<file path="src/rtl/wash_controller_pkg.sv">
`default_nettype none
//==============================================================================
// Module   : wash_controller_pkg
// Brief    : State encoding, timer terminal counts, load codes and decode helpers
// Revision : 1.0 - initial release
//==============================================================================
package wash_controller_pkg;

    localparam logic [3:0] c_ST_IDLE  = 4'd0;
    localparam logic [3:0] c_ST_LOCK  = 4'd1;
    localparam logic [3:0] c_ST_FILL  = 4'd2;
    localparam logic [3:0] c_ST_WASH  = 4'd3;
    localparam logic [3:0] c_ST_DRAIN = 4'd4;
    localparam logic [3:0] c_ST_RINSE = 4'd5;
    localparam logic [3:0] c_ST_SPIN  = 4'd6;
    localparam logic [3:0] c_ST_DONE  = 4'd7;
    localparam logic [3:0] c_ST_ABORT = 4'd8;
    localparam logic [3:0] c_ST_FAULT = 4'd9;

    localparam logic [3:0] c_TC_D = 4'd1;
    localparam logic [3:0] c_TC_F = 4'd2;
    localparam logic [3:0] c_TC_R = 4'd4;
    localparam logic [3:0] c_TC_S = 4'd8;

    localparam logic [1:0] c_LOAD_SMALL   = 2'd0;
    localparam logic [1:0] c_LOAD_MEDIUM  = 2'd1;
    localparam logic [1:0] c_LOAD_LARGE   = 2'd2;
    localparam logic [1:0] c_LOAD_ILLEGAL = 2'd3;

    typedef struct packed {
        logic door_lock;
        logic valve_in;
        logic agitate;
        logic pump_out;
        logic spin;
    } act_t;

    function automatic logic is_timed(input logic [3:0] st);
        return ((st >= c_ST_LOCK) && (st <= c_ST_SPIN)) || (st == c_ST_ABORT);
    endfunction

    // Terminal count at which the timer raises tw for a given load size.
    function automatic logic [3:0] wash_tc(input logic [1:0] ld);
        logic [3:0] tc;
        case (ld)
            c_LOAD_SMALL:  tc = c_TC_F;
            c_LOAD_MEDIUM: tc = c_TC_R;
            c_LOAD_LARGE:  tc = c_TC_S;
            default:       tc = c_TC_S;
        endcase
        return tc;
    endfunction

    function automatic act_t state_act(input logic [3:0] st);
        act_t a;
        a = '0;
        case (st)
            c_ST_LOCK:  a.door_lock = 1'b1;
            c_ST_FILL:  begin a.door_lock = 1'b1; a.valve_in = 1'b1; end
            c_ST_WASH:  begin a.door_lock = 1'b1; a.agitate  = 1'b1; end
            c_ST_DRAIN: begin a.door_lock = 1'b1; a.pump_out = 1'b1; end
            c_ST_RINSE: begin a.door_lock = 1'b1; a.valve_in = 1'b1; a.agitate = 1'b1; end
            c_ST_SPIN:  begin a.door_lock = 1'b1; a.pump_out = 1'b1; a.spin = 1'b1; end
            c_ST_ABORT: begin a.door_lock = 1'b1; a.pump_out = 1'b1; end
            default:    a = '0;
        endcase
        return a;
    endfunction

endpackage
`default_nettype wire

</file>
<file path="src/rtl/wash_controller_wdog.sv">
`default_nettype none
//==============================================================================
// Module   : wash_controller_wdog
// Brief    : Per-phase watchdog counter; expire flags the last allowed cycle
// Revision : 1.0 - initial release
//==============================================================================
module wash_controller_wdog #(
    parameter int WDOG_MAX = 16
) (
    input  logic clk,
    input  logic reset,
    input  logic clear,
    input  logic enable,
    output logic expire
);
    localparam int              c_W    = $clog2(WDOG_MAX);
    localparam logic [c_W-1:0]  c_LAST = c_W'(WDOG_MAX - 1);

    logic [c_W-1:0] r_cnt;

    always_ff @(posedge clk) begin
        if (reset) begin
            r_cnt <= '0;
        end else if (clear) begin
            r_cnt <= '0;
        end else if (enable && (r_cnt != c_LAST)) begin
            r_cnt <= r_cnt + 1'b1;
        end
    end

    // Asserted one cycle early so the registered FAULT lands exactly WDOG_MAX cycles after entry.
    assign expire = enable && (r_cnt == c_LAST);

endmodule
`default_nettype wire

</file>
<file path="src/rtl/wash_controller.sv">
`default_nettype none
//==============================================================================
// Module   : wash_controller
// Brief    : Washing-machine sequencer driven by phase-timer events, with abort and watchdog
// Revision : 1.0 - initial release
//==============================================================================
module wash_controller
    import wash_controller_pkg::*;
#(
    parameter int RINSES   = 1,
    parameter int WDOG_MAX = 16
) (
    input  logic       clk,
    input  logic       reset,
    input  logic       start,
    input  logic       abort,
    input  logic [1:0] load_sel,
    input  logic       td,
    input  logic       tf,
    input  logic       tr,
    input  logic       ts,
    input  logic       tw,
    output logic       timer_reset,
    output logic [1:0] load,
    output logic       door_lock,
    output logic       valve_in,
    output logic       agitate,
    output logic       pump_out,
    output logic       spin,
    output logic       done,
    output logic       fault
);
    localparam logic [2:0] c_RINSES = 3'(RINSES);

    logic [3:0] r_state;
    logic [3:0] w_next;
    logic [2:0] r_rinse_cnt;
    logic       w_rinse_inc;
    logic       w_entry;
    logic       w_expire;
    logic       w_ev_ok;
    logic       w_in_run;
    logic       w_timed;
    logic       w_done;
    logic       w_fault;
    act_t       w_act;

    // The timer count is stale during the entry cycle, so events are masked then.
    assign w_ev_ok  = ~timer_reset;
    assign w_in_run = (r_state >= c_ST_LOCK) && (r_state <= c_ST_SPIN);
    assign w_timed  = is_timed(r_state);

    wash_controller_wdog #(
        .WDOG_MAX (WDOG_MAX)
    ) u_wdog (
        .clk    (clk),
        .reset  (reset),
        .clear  (w_entry),
        .enable (w_timed),
        .expire (w_expire)
    );

    always_ff @(posedge clk) begin
        if (reset) begin
            r_state     <= c_ST_IDLE;
            r_rinse_cnt <= 3'd0;
            timer_reset <= 1'b0;
            load        <= 2'd0;
            door_lock   <= 1'b0;
            valve_in    <= 1'b0;
            agitate     <= 1'b0;
            pump_out    <= 1'b0;
            spin        <= 1'b0;
            done        <= 1'b0;
            fault       <= 1'b0;
        end else begin
            r_state     <= w_next;
            timer_reset <= w_entry;
            if ((r_state == c_ST_IDLE) && (w_next == c_ST_LOCK)) begin
                load <= load_sel;
            end
            if (w_entry && (w_next == c_ST_LOCK)) begin
                r_rinse_cnt <= 3'd0;
            end else if (w_rinse_inc) begin
                r_rinse_cnt <= r_rinse_cnt + 3'd1;
            end
            door_lock <= w_act.door_lock;
            valve_in  <= w_act.valve_in;
            agitate   <= w_act.agitate;
            pump_out  <= w_act.pump_out;
            spin      <= w_act.spin;
            done      <= w_done;
            fault     <= w_fault;
        end
    end

    always_comb begin
        w_next      = r_state;
        w_rinse_inc = 1'b0;
        case (r_state)
            c_ST_IDLE:  if (start && !abort && (load_sel != c_LOAD_ILLEGAL)) w_next = c_ST_LOCK;
            c_ST_LOCK:  if (td && w_ev_ok) w_next = c_ST_FILL;
            c_ST_FILL:  if (tf && w_ev_ok) w_next = c_ST_WASH;
            c_ST_WASH:  if (tw && w_ev_ok) w_next = c_ST_DRAIN;
            c_ST_DRAIN: begin
                if (tf && w_ev_ok) begin
                    if (r_rinse_cnt < c_RINSES) begin
                        w_next      = c_ST_RINSE;
                        w_rinse_inc = 1'b1;
                    end else begin
                        w_next = c_ST_SPIN;
                    end
                end
            end
            c_ST_RINSE: if (tr && w_ev_ok) w_next = c_ST_DRAIN;
            c_ST_SPIN:  if (ts && w_ev_ok) w_next = c_ST_DONE;
            c_ST_DONE:  if (!start) w_next = c_ST_IDLE;
            c_ST_ABORT: if (tf && w_ev_ok) w_next = c_ST_IDLE;
            c_ST_FAULT: w_next = c_ST_FAULT;
            default:    w_next = c_ST_IDLE;
        endcase
        if (w_in_run && abort) begin
            w_next      = c_ST_ABORT;
            w_rinse_inc = 1'b0;
        end
        if (w_expire) begin
            w_next      = c_ST_FAULT;
            w_rinse_inc = 1'b0;
        end
    end

    always_comb begin
        w_act   = state_act(w_next);
        w_done  = (w_next == c_ST_DONE);
        w_fault = (w_next == c_ST_FAULT);
        w_entry = is_timed(w_next) && (w_next != r_state);
    end

endmodule
`default_nettype wire

</file>
<file path="config.mk">
export PLATFORM = sky130hd
export DESIGN_NAME = wash_controller
export DESIGN_NICKNAME = d
export VERILOG_FILES = /design/src/rtl/wash_controller_pkg.sv /design/src/rtl/wash_controller_wdog.sv /design/src/rtl/wash_controller.sv
export SDC_FILE = /design/constraint.sdc
export NUM_CORES = 1
export LEC_CHECK = 0
export CORE_ASPECT_RATIO = 0.9
export CORE_MARGIN = 2
export CORE_UTILIZATION = 46
export CTS_CLUSTER_SIZE = 20
export DETAILED_ROUTE_END_ITERATION = 10
export PLACE_DENSITY = 0.73
export SYNTH_ARGS = -nofsm -noshare
export SYNTH_HDL_FRONTEND = slang
export SYNTH_SLANG_ARGS = --single-unit
</file>
<file path="constraint.sdc">
create_clock -name clk -period 2.15 [get_ports clk]
set_clock_uncertainty 0.05 [all_clocks]
set_input_delay 0.215 -clock clk [delete_from_list [all_inputs] [get_ports clk]]
set_output_delay 0.215 -clock clk [all_outputs]
set_load 0.02 [all_outputs]
</file>
[Yosys cells after proc, flatten, opt, wreduce, memory -nomap -nowiden]
Index checks and enable logic that the tools add are counted.
Storage, ports and cells
  input port bits: 11
  output and inout bits: 10
  word-level logic and storage cells: 90
  flip-flop bits (word level): 21
Cells by class
  bitwise logic cells: 1
  reduce and logical (&&, ||, !) cells: 25
  eq/ne operators: 22
  magnitude comparators: 5
  $add $sub $neg: 2
  mux-type cells: 23
Operator list (number)
  4-bit two-way mux: 11
  4-bit case mux with 10 select lines: 1
  4-bit by 3-bit == test with 1-bit output, second input constant: 8
  4-bit == test, second input constant: 5
  4-bit by 2-bit == test with 1-bit output, second input constant: 4
  1-bit logical AND: 15
  1-bit two-way mux: 10
  4-bit by 1-bit == test with 1-bit output, second input constant: 2
  4-bit by 1-bit >= comparator with 1-bit output, second input constant: 2
  4-bit by 3-bit <= comparator with 1-bit output, second input constant: 2
  2-bit OR reduction: 4
  7-bit OR reduction: 1
  4-bit by 1-bit adder with 4-bit output, second input constant: 1
  4-bit zero test: 1
  4-bit inequality test: 1
  4-bit inequality test, second input constant: 1
  3-bit by 1-bit adder with 3-bit output, second input constant: 1
  3-bit by 1-bit less-than comparator with 1-bit output, second input constant: 1
  3-bit OR reduction: 1
  1-bit logical OR: 2
  2-bit two-way mux: 1
  2-bit inequality test, second input constant: 1
  1-bit zero test: 1
  1-bit NOT: 1

[Logic depth before layout (Yosys ltp)]
Gate-level depths: netlist of the first run.
  depth in word-level cells: 13
  gate-level depth with buffers: 10

[Cells and area by module]
From an unflattened synthesis of the first run, not the netlist that was laid out.
Unflattened totals
  cells, all modules: 154
  area total of the unflattened synthesis: 1267.5 um^2
By module, submodules not included
  wash_controller: instances 1, area each 1076.0 um^2, cells an instance 131, sequential area each 340.3 um^2
  wash_controller_wdog: instances 1, area each 191.4 um^2, cells an instance 23, sequential area each 80.1 um^2

[Worst setup path after synthesis of the first run]
Ideal clock, no wire load.
  kind: reg-to-reg
  from: register r_state[3]
  to: register timer_reset
  required time: 2.040 ns
  stages on the path, launching flop included: 9
  library setup time: 0.060 ns
  setup slack: -0.173 ns
  arrival time: 2.212 ns
  cells stage by stage: dfxtp_1 > buf_4 > nor4_4 > a211oi_2 > a21o_2 > a31oi_4 > mux2_2 > o32ai_2 > and3b_1
Between the ends
  cells in the longest elaborated chain, start to end: 9
  elaborated cells between the ends (all ways): 35
  classes of those cells: 4 x order compare; 11 x eq/ne; 12 x mux; 8 x reduce/logical
Ends and longest elaborated chain
  start: declaration: line wash_controller.sv:35  | logic [3:0] r_state;
  start signal: assignment: line wash_controller.sv:65  | r_state <= c_ST_IDLE;
  start signal: assignment: line wash_controller.sv:77  | r_state <= w_next;
  4-bit by 1-bit >= comparator with 1-bit output or 4-bit by 3-bit <= comparator with 1-bit output (tied branches): line wash_controller_pkg.sv:39, wash_controller.sv:50
  1-bit logical AND: line wash_controller_pkg.sv:39, wash_controller.sv:50
  1-bit logical AND or 1-bit logical OR (tied branches): line wash_controller.sv:122, wash_controller_pkg.sv:39
  4-bit two-way mux or 1-bit logical AND (tied branches): line wash_controller.sv:122, wash_controller_wdog.sv:32
  4-bit two-way mux: line wash_controller.sv:126  | if (w_expire) begin
  4-bit by 1-bit >= comparator with 1-bit output or 4-bit by 3-bit <= comparator with 1-bit output (tied branches): line wash_controller_pkg.sv:39  | return ((st >= c_ST_LOCK) && (st <= c_ST_SPIN)) || (st == c_ST_ABORT);
  1-bit logical AND: line wash_controller_pkg.sv:39
  1-bit logical OR: line wash_controller_pkg.sv:39
  1-bit logical AND *: line wash_controller.sv:136  | w_entry = is_timed(w_next) && (w_next != r_state);
  end signal: assignment: line wash_controller.sv:78  | timer_reset <= w_entry;
  end: declaration: line wash_controller.sv:23  | output logic timer_reset,
Mark *: on every way between the ends. The rest lies on a longest branch, timed or not.
A chain may end at the register's enable or synchronous reset.

[Final worst setup path of the first run]
  from: register r_state[0]
  to: register timer_reset
Same word-level chain as after synthesis.

==> results of run 1 <==
stage by stage:
| step | instance area (sq um) | worst slack, ns | TNS, ns | total power (uW) |
|---|---|---|---|---|
| 2_1_floorplan | 1340 | 0.00359 | 0 | 644 |
| 4_1_cts | 2040 | -0.0726 | -0.301 | 1060 |
| 5_1_grt | 2150 | -0.148 | -0.770 | 1160 |
| 3_5_place_dp | 1810 | -0.391 | -2.39 | 811 |
| 6_report | 2150 | -0.0738 | -0.301 | 1110 |
| 3_3_place_gp | 1810 | -0.310 | -1.93 | 795 |
flip-flops by register name, summed over array words and instances (netlist names), 2 cells and up:
register	flops
u_wdog.r_cnt	4
load	2
r_state	4
r_rinse_cnt	3
final timing paths:
check | slack (ns) | depth (start not counted) | start | to
worst min register to register | 0.47 | 2 | load[1] | load[1]
worst min-delay path | 0.47 | 2 | load[1] | load[1]
worst max-delay path | -0.07 | 7 | r_state[0] | timer_reset
worst max register to register | -0.07 | 7 | r_state[0] | timer_reset
synth_stat cells, drive strengths merged (5+ instances only):
library cell	n	area (sq um)
dfxtp	21	420
a21oi	7	35.0
nand2	5	18.8
buf	5	48.8
nor3	6	41.3
inv	5	18.8
nor2b	5	38.8
nor2	10	37.5
a211oi	7	57.6
what timing repair did:
item	4_1_cts	5_1_grt
pin swaps	12	18
resized for setup	21	18
endpoints found under the setup margin	9	11
buffers inserted	14	5
per-layer routing:
metal  vias to the layer above  wire length [um]
met5                         -                 0
met3                         9               232
li1                        682                 -
met4                         0                31
met1                       708              1810
met2                        59              2150
critical path: stages (launching register included):
cell and delay [ns]:
dfxtp_4 0.40, or3b_4 0.45, o21ai_4 0.17, a21oi_2 0.08, and3_2 0.21, mux2_4 0.28, o32ai_4 0.31, and3b_1 0.22
power breakdown:
group | leakage, uW | total, uW | switching, uW | internal, uW
clock network | 0.0000177 | 192 | 122 | 69.4
logic | 0.000739 | 487 | 213 | 274
registers | 0.000175 | 429 | 20.4 | 409
cells by family after synthesis:
kind of cell,after synthesis
and+or+nand+nor,60
AOI/OAI and AO/OA,39
adders and majority gates,2
DFF,21
muxes,4
buffers and inverters,12
xor gates and xnor gates,4
area by class of cell:
cell class | count | area [sq um] | area share
Timing Repair Buffer | 77 | 668 | 0.311
Multi-Input combinational cell | 109 | 940 | 0.438
Clock buffer | 3 | 22.5 | 0.0105
Inverter | 5 | 18.8 | 0.00875
Tap cell | 40 | 50.0 | 0.0233
Clock inverter | 1 | 5.00 | 0.00233
Sequential cell | 21 | 442 | 0.206
==> metrics.cfg, run 1 <==
[floorplanning]
start_util=0.479
ios=21
die_area_sq_um=3280
row_count=18
die_w_um=60.2
core_area_sq_um=2730
die_h_um=54.6

[clock_tree]
htree_levels=1
clock_insertion_delay_worst_skew_ns=0.31
clock_sinks=21
root_buffer=clkbuf_4
cts.clk_slew.worst_paths_ns=0.12
holdBufCountCts=0
clock_path_buffers=2
cts_buffers=3
tritoncts=built

[timing]
max_slew_margin=0.543
hold_viol=0
fin_crit_ns=2.22
setup_viol=6
min_period_over_period=1.03
setup_slack_ns=-0.0738
rsz0062_at_grt=yes
worst_pin_slew_ns=0.677
drv_slew=0
holdWs_ns=0.471
fmax_mhz=450

[placed_design]
port_buffers=20
placed_cells=233
dp_hpwl_um=2810
gp_congestion=0.873

[cells_and_area]
num_antenna_cells=0
final_core_utilization=0.787
drive_gt1_frac=0.486
finalNonFillerCells=256
final_common_cell=buf_4
final_cell_mix=51 x buf_4, 20 x clkdlybuf4s50_1, 14 x dfxtp_1
finalNetCount=230
fillCellCount=179
synthToLayoutAreaGrowth_pct=64.3

[synth]
ys_ff_latch=21
synth_compound_area_frac=0.243
synth.avg_cell_area_sq_um=9.20
yosys_warnings=0
synth-edff-count=0
yosys.area_share.adder=0.0192
synth_seq_area_share=0.322
synthArstFlopShare=0
synth.area.mux_share=0.0316
synth_xor_area_frac=0.0268
synth_cells=142
syn-cell-area_sq_um=1310
synth_top_family_by_area=simple AND/OR/NAND/NOR gates
synth_ff_type=dfxtp_1
synth-simple-area-share=0.300
synth_cell_types=59
syn-num-nets=155

[global_routing]
met2_usage=0.482
grt_pass1_vias=1359
grt_most_used_layer=met2
grt_util_met3=0.0473
antenna_found_initial=0
grt_pass1_wl_um=6460
grt_max_degree=13
grtUsageMet1=0.343
grt_usage=0.268
overflow=0

[routing]
wl_per_cell_um=16.5
ant_nets=0
drtIter0Drc=59
vias_per_cell=5.70
num_vias=1458
finalWirelength_um=4220
drc=0
drtPass1Iterations=4

[pwr]
leakage_uw=0.000931
ir_drop_uv=423
powerDensity_nw_per_um2=517

[worst_setup_path]
startpoint_type=register
worstPathRequired_ns=2.35
path_class=register to register
arrival_ns=2.43
crit_path_max_fanout=6
end_kind=register

[job]
maxCapViolations=0

[run_status]
violations=setup timing
outcome=finished, violations left

[hold_path]
hp-class=register to register

(Power assumes the default switching activity.)
==> inputs of run 2 (changes only) <==
- SKIP_LAST_GASP: default -> 1
==> metrics.cfg, run 2 (synthesis results as in run 1) <==
[clock_tree]
tritoncts=built  ; unchanged
clock_insertion_delay_worst_skew_ns=0.31  ; about the same
clock_sinks=21  ; unchanged
htree_levels=1  ; unchanged
cts.clk_slew.worst_paths_ns=0.12  ; about the same
holdBufCountCts=0  ; unchanged
root_buffer=clkbuf_4  ; unchanged
cts_buffers=3  ; unchanged
clock_path_buffers=2  ; unchanged

[routing]
vias_per_cell=5.64  ; was 5.70
drtIter0Drc=71  ; was 59
drtPass1Iterations=4  ; unchanged
wl_per_cell_um=16.5  ; about the same
num_vias=1443  ; was 1,458
ant_nets=0  ; unchanged
drc=0  ; unchanged
finalWirelength_um=4230  ; was 4220 um

[floorplanning]
die_h_um=54.6  ; unchanged
core_area_sq_um=2730  ; unchanged
start_util=0.479  ; unchanged
row_count=18  ; unchanged
ios=21  ; unchanged
die_area_sq_um=3280  ; unchanged
die_w_um=60.2  ; unchanged

[cells_and_area]
synthToLayoutAreaGrowth_pct=64.3  ; unchanged
fillCellCount=179  ; unchanged
finalNetCount=230  ; unchanged
final_cell_mix=51 x buf_4, 20 x clkdlybuf4s50_1, 14 x dfxtp_1  ; unchanged
num_antenna_cells=0  ; unchanged
regArea_sq_um=442  ; unchanged
final_core_utilization=0.787  ; unchanged
final_common_cell=buf_4  ; unchanged
reg_top3=r_state (4), u_wdog.r_cnt (4), r_rinse_cnt (3)  ; unchanged
multi_input_area_sq_um=940  ; unchanged
finalNonFillerCells=256  ; unchanged
drive_gt1_frac=0.486  ; unchanged

[job]
maxCapViolations=0  ; unchanged

[global_routing]
grt_usage=0.268  ; unchanged
overflow=0  ; unchanged
antenna_found_initial=0  ; unchanged
grt_max_degree=13  ; unchanged
grt_pass1_wl_um=6460  ; unchanged
grt_pass1_vias=1359  ; unchanged

[timing]
drv_slew=0  ; unchanged
max_slew_margin=0.541  ; was 0.543
setup_slack_ns=-0.0743  ; was -0.0738 ns
min_period_over_period=1.03  ; about the same
worst_pin_slew_ns=0.680  ; was 0.677 ns
holdWs_ns=0.472  ; was 0.471 ns
fin_crit_ns=2.22  ; about the same
setup_viol=6  ; unchanged
rsz0062_at_grt=yes  ; unchanged
hold_viol=0  ; unchanged
fmax_mhz=450  ; about the same

[placed_design]
dp_hpwl_um=2810  ; unchanged
port_buffers=20  ; unchanged
gp_congestion=0.873  ; unchanged
placed_cells=233  ; unchanged

[pwr]
ir_drop_uv=424  ; was 423 uV
powerDensity_nw_per_um2=517  ; about the same
leakage_uw=0.000931  ; unchanged

[run_status]
violations=setup timing  ; unchanged
outcome=finished, violations left  ; unchanged

[worst_setup_path]
slowest_stage=or3b_4  ; unchanged
crit_path_max_fanout=6  ; unchanged
worstPathRequired_ns=2.35  ; about the same
path_class=register to register  ; unchanged
end_kind=register  ; unchanged
crit_path_cell_trace=or3b_4 > o21ai_4 > a21oi_2 > and3_2 > mux2_4 > o32ai_4 > and3b_1  ; unchanged
slowest_delay_ns=0.45  ; about the same
arrival_ns=2.43  ; about the same
startpoint_type=register  ; unchanged

[hold_path]
hp-class=register to register  ; unchanged

run 2: cell counts in the layout (fill, tap and decap cells not counted):
No cell type changed its count.
run 2: per-stage QoR:
stage | cell area [sq um] | worst slack [ns] | total power (uW) | TNS, ns
final | 2150 | -0.0743 | 1110 | -0.301
after global routing | 2150 | -0.148 | 1160 | -0.770
after CTS | 2040 | -0.0726 | 1060 | -0.301
after detailed placement | 1810 | -0.391 | 811 | -2.39
after global placement | 1810 | -0.310 | 795 | -1.93
after floorplan | 1340 | 0.00359 | 644 | 0
run 2: worst paths after layout:
check | cells after the start | startpoint | slack, ns | endpoint
setup / recovery | 7 | r_state[0] | -0.07 | timer_reset
setup reg to reg | 7 | r_state[0] | -0.07 | timer_reset
hold reg to reg | 2 | load[1] | 0.47 | load[1]
hold / removal | 2 | load[1] | 0.47 | load[1]
run 2: power by group:
group	switching, uW	internal (uW)	total (uW)
registers	20.6	409	430
logic	213	274	487
clock network	122	69.4	192
total	356	753	1110
run 2: layout make-up:
cell class / instances / share of cell area
timing repair buffer: 77 / 0.311
multi-input combinational: 109 / 0.438
inverter: 5 / 0.00875
sequential: 21 / 0.206
tap: 40 / 0.0233
clock buffer: 3 / 0.0105
clock inverter: 1 / 0.00233
run 2: what timing repair did:
action | CTS | global route
setup endpoints to repair | 9 | 11
pin swaps | 12 | 18
gates resized for setup | 21 | 18
buffers inserted | 14 | 5
run 2: metal layers:
| layer | routed length [um] | vias to the layer above | GRT usage |
|---|---|---|---|
| met5 | 0 | - | 0 |
| met4 | 23 | 0 | 0.0407 |
| met3 | 244 | 4 | 0.0473 |
| met2 | 2170 | 48 | 0.482 |
| met1 | 1790 | 713 | 0.343 |
| li1 | - | 678 | - |
run 2: worst max-delay path, delay by kind of cell, from the launching register on:
family / cells / cell delay [ns]
AND/OR/NAND/NOR: 3 / 0.88
AO/OA/AOI/OAI: 3 / 0.56
flip-flops: 1 / 0.41
multiplexers: 1 / 0.28
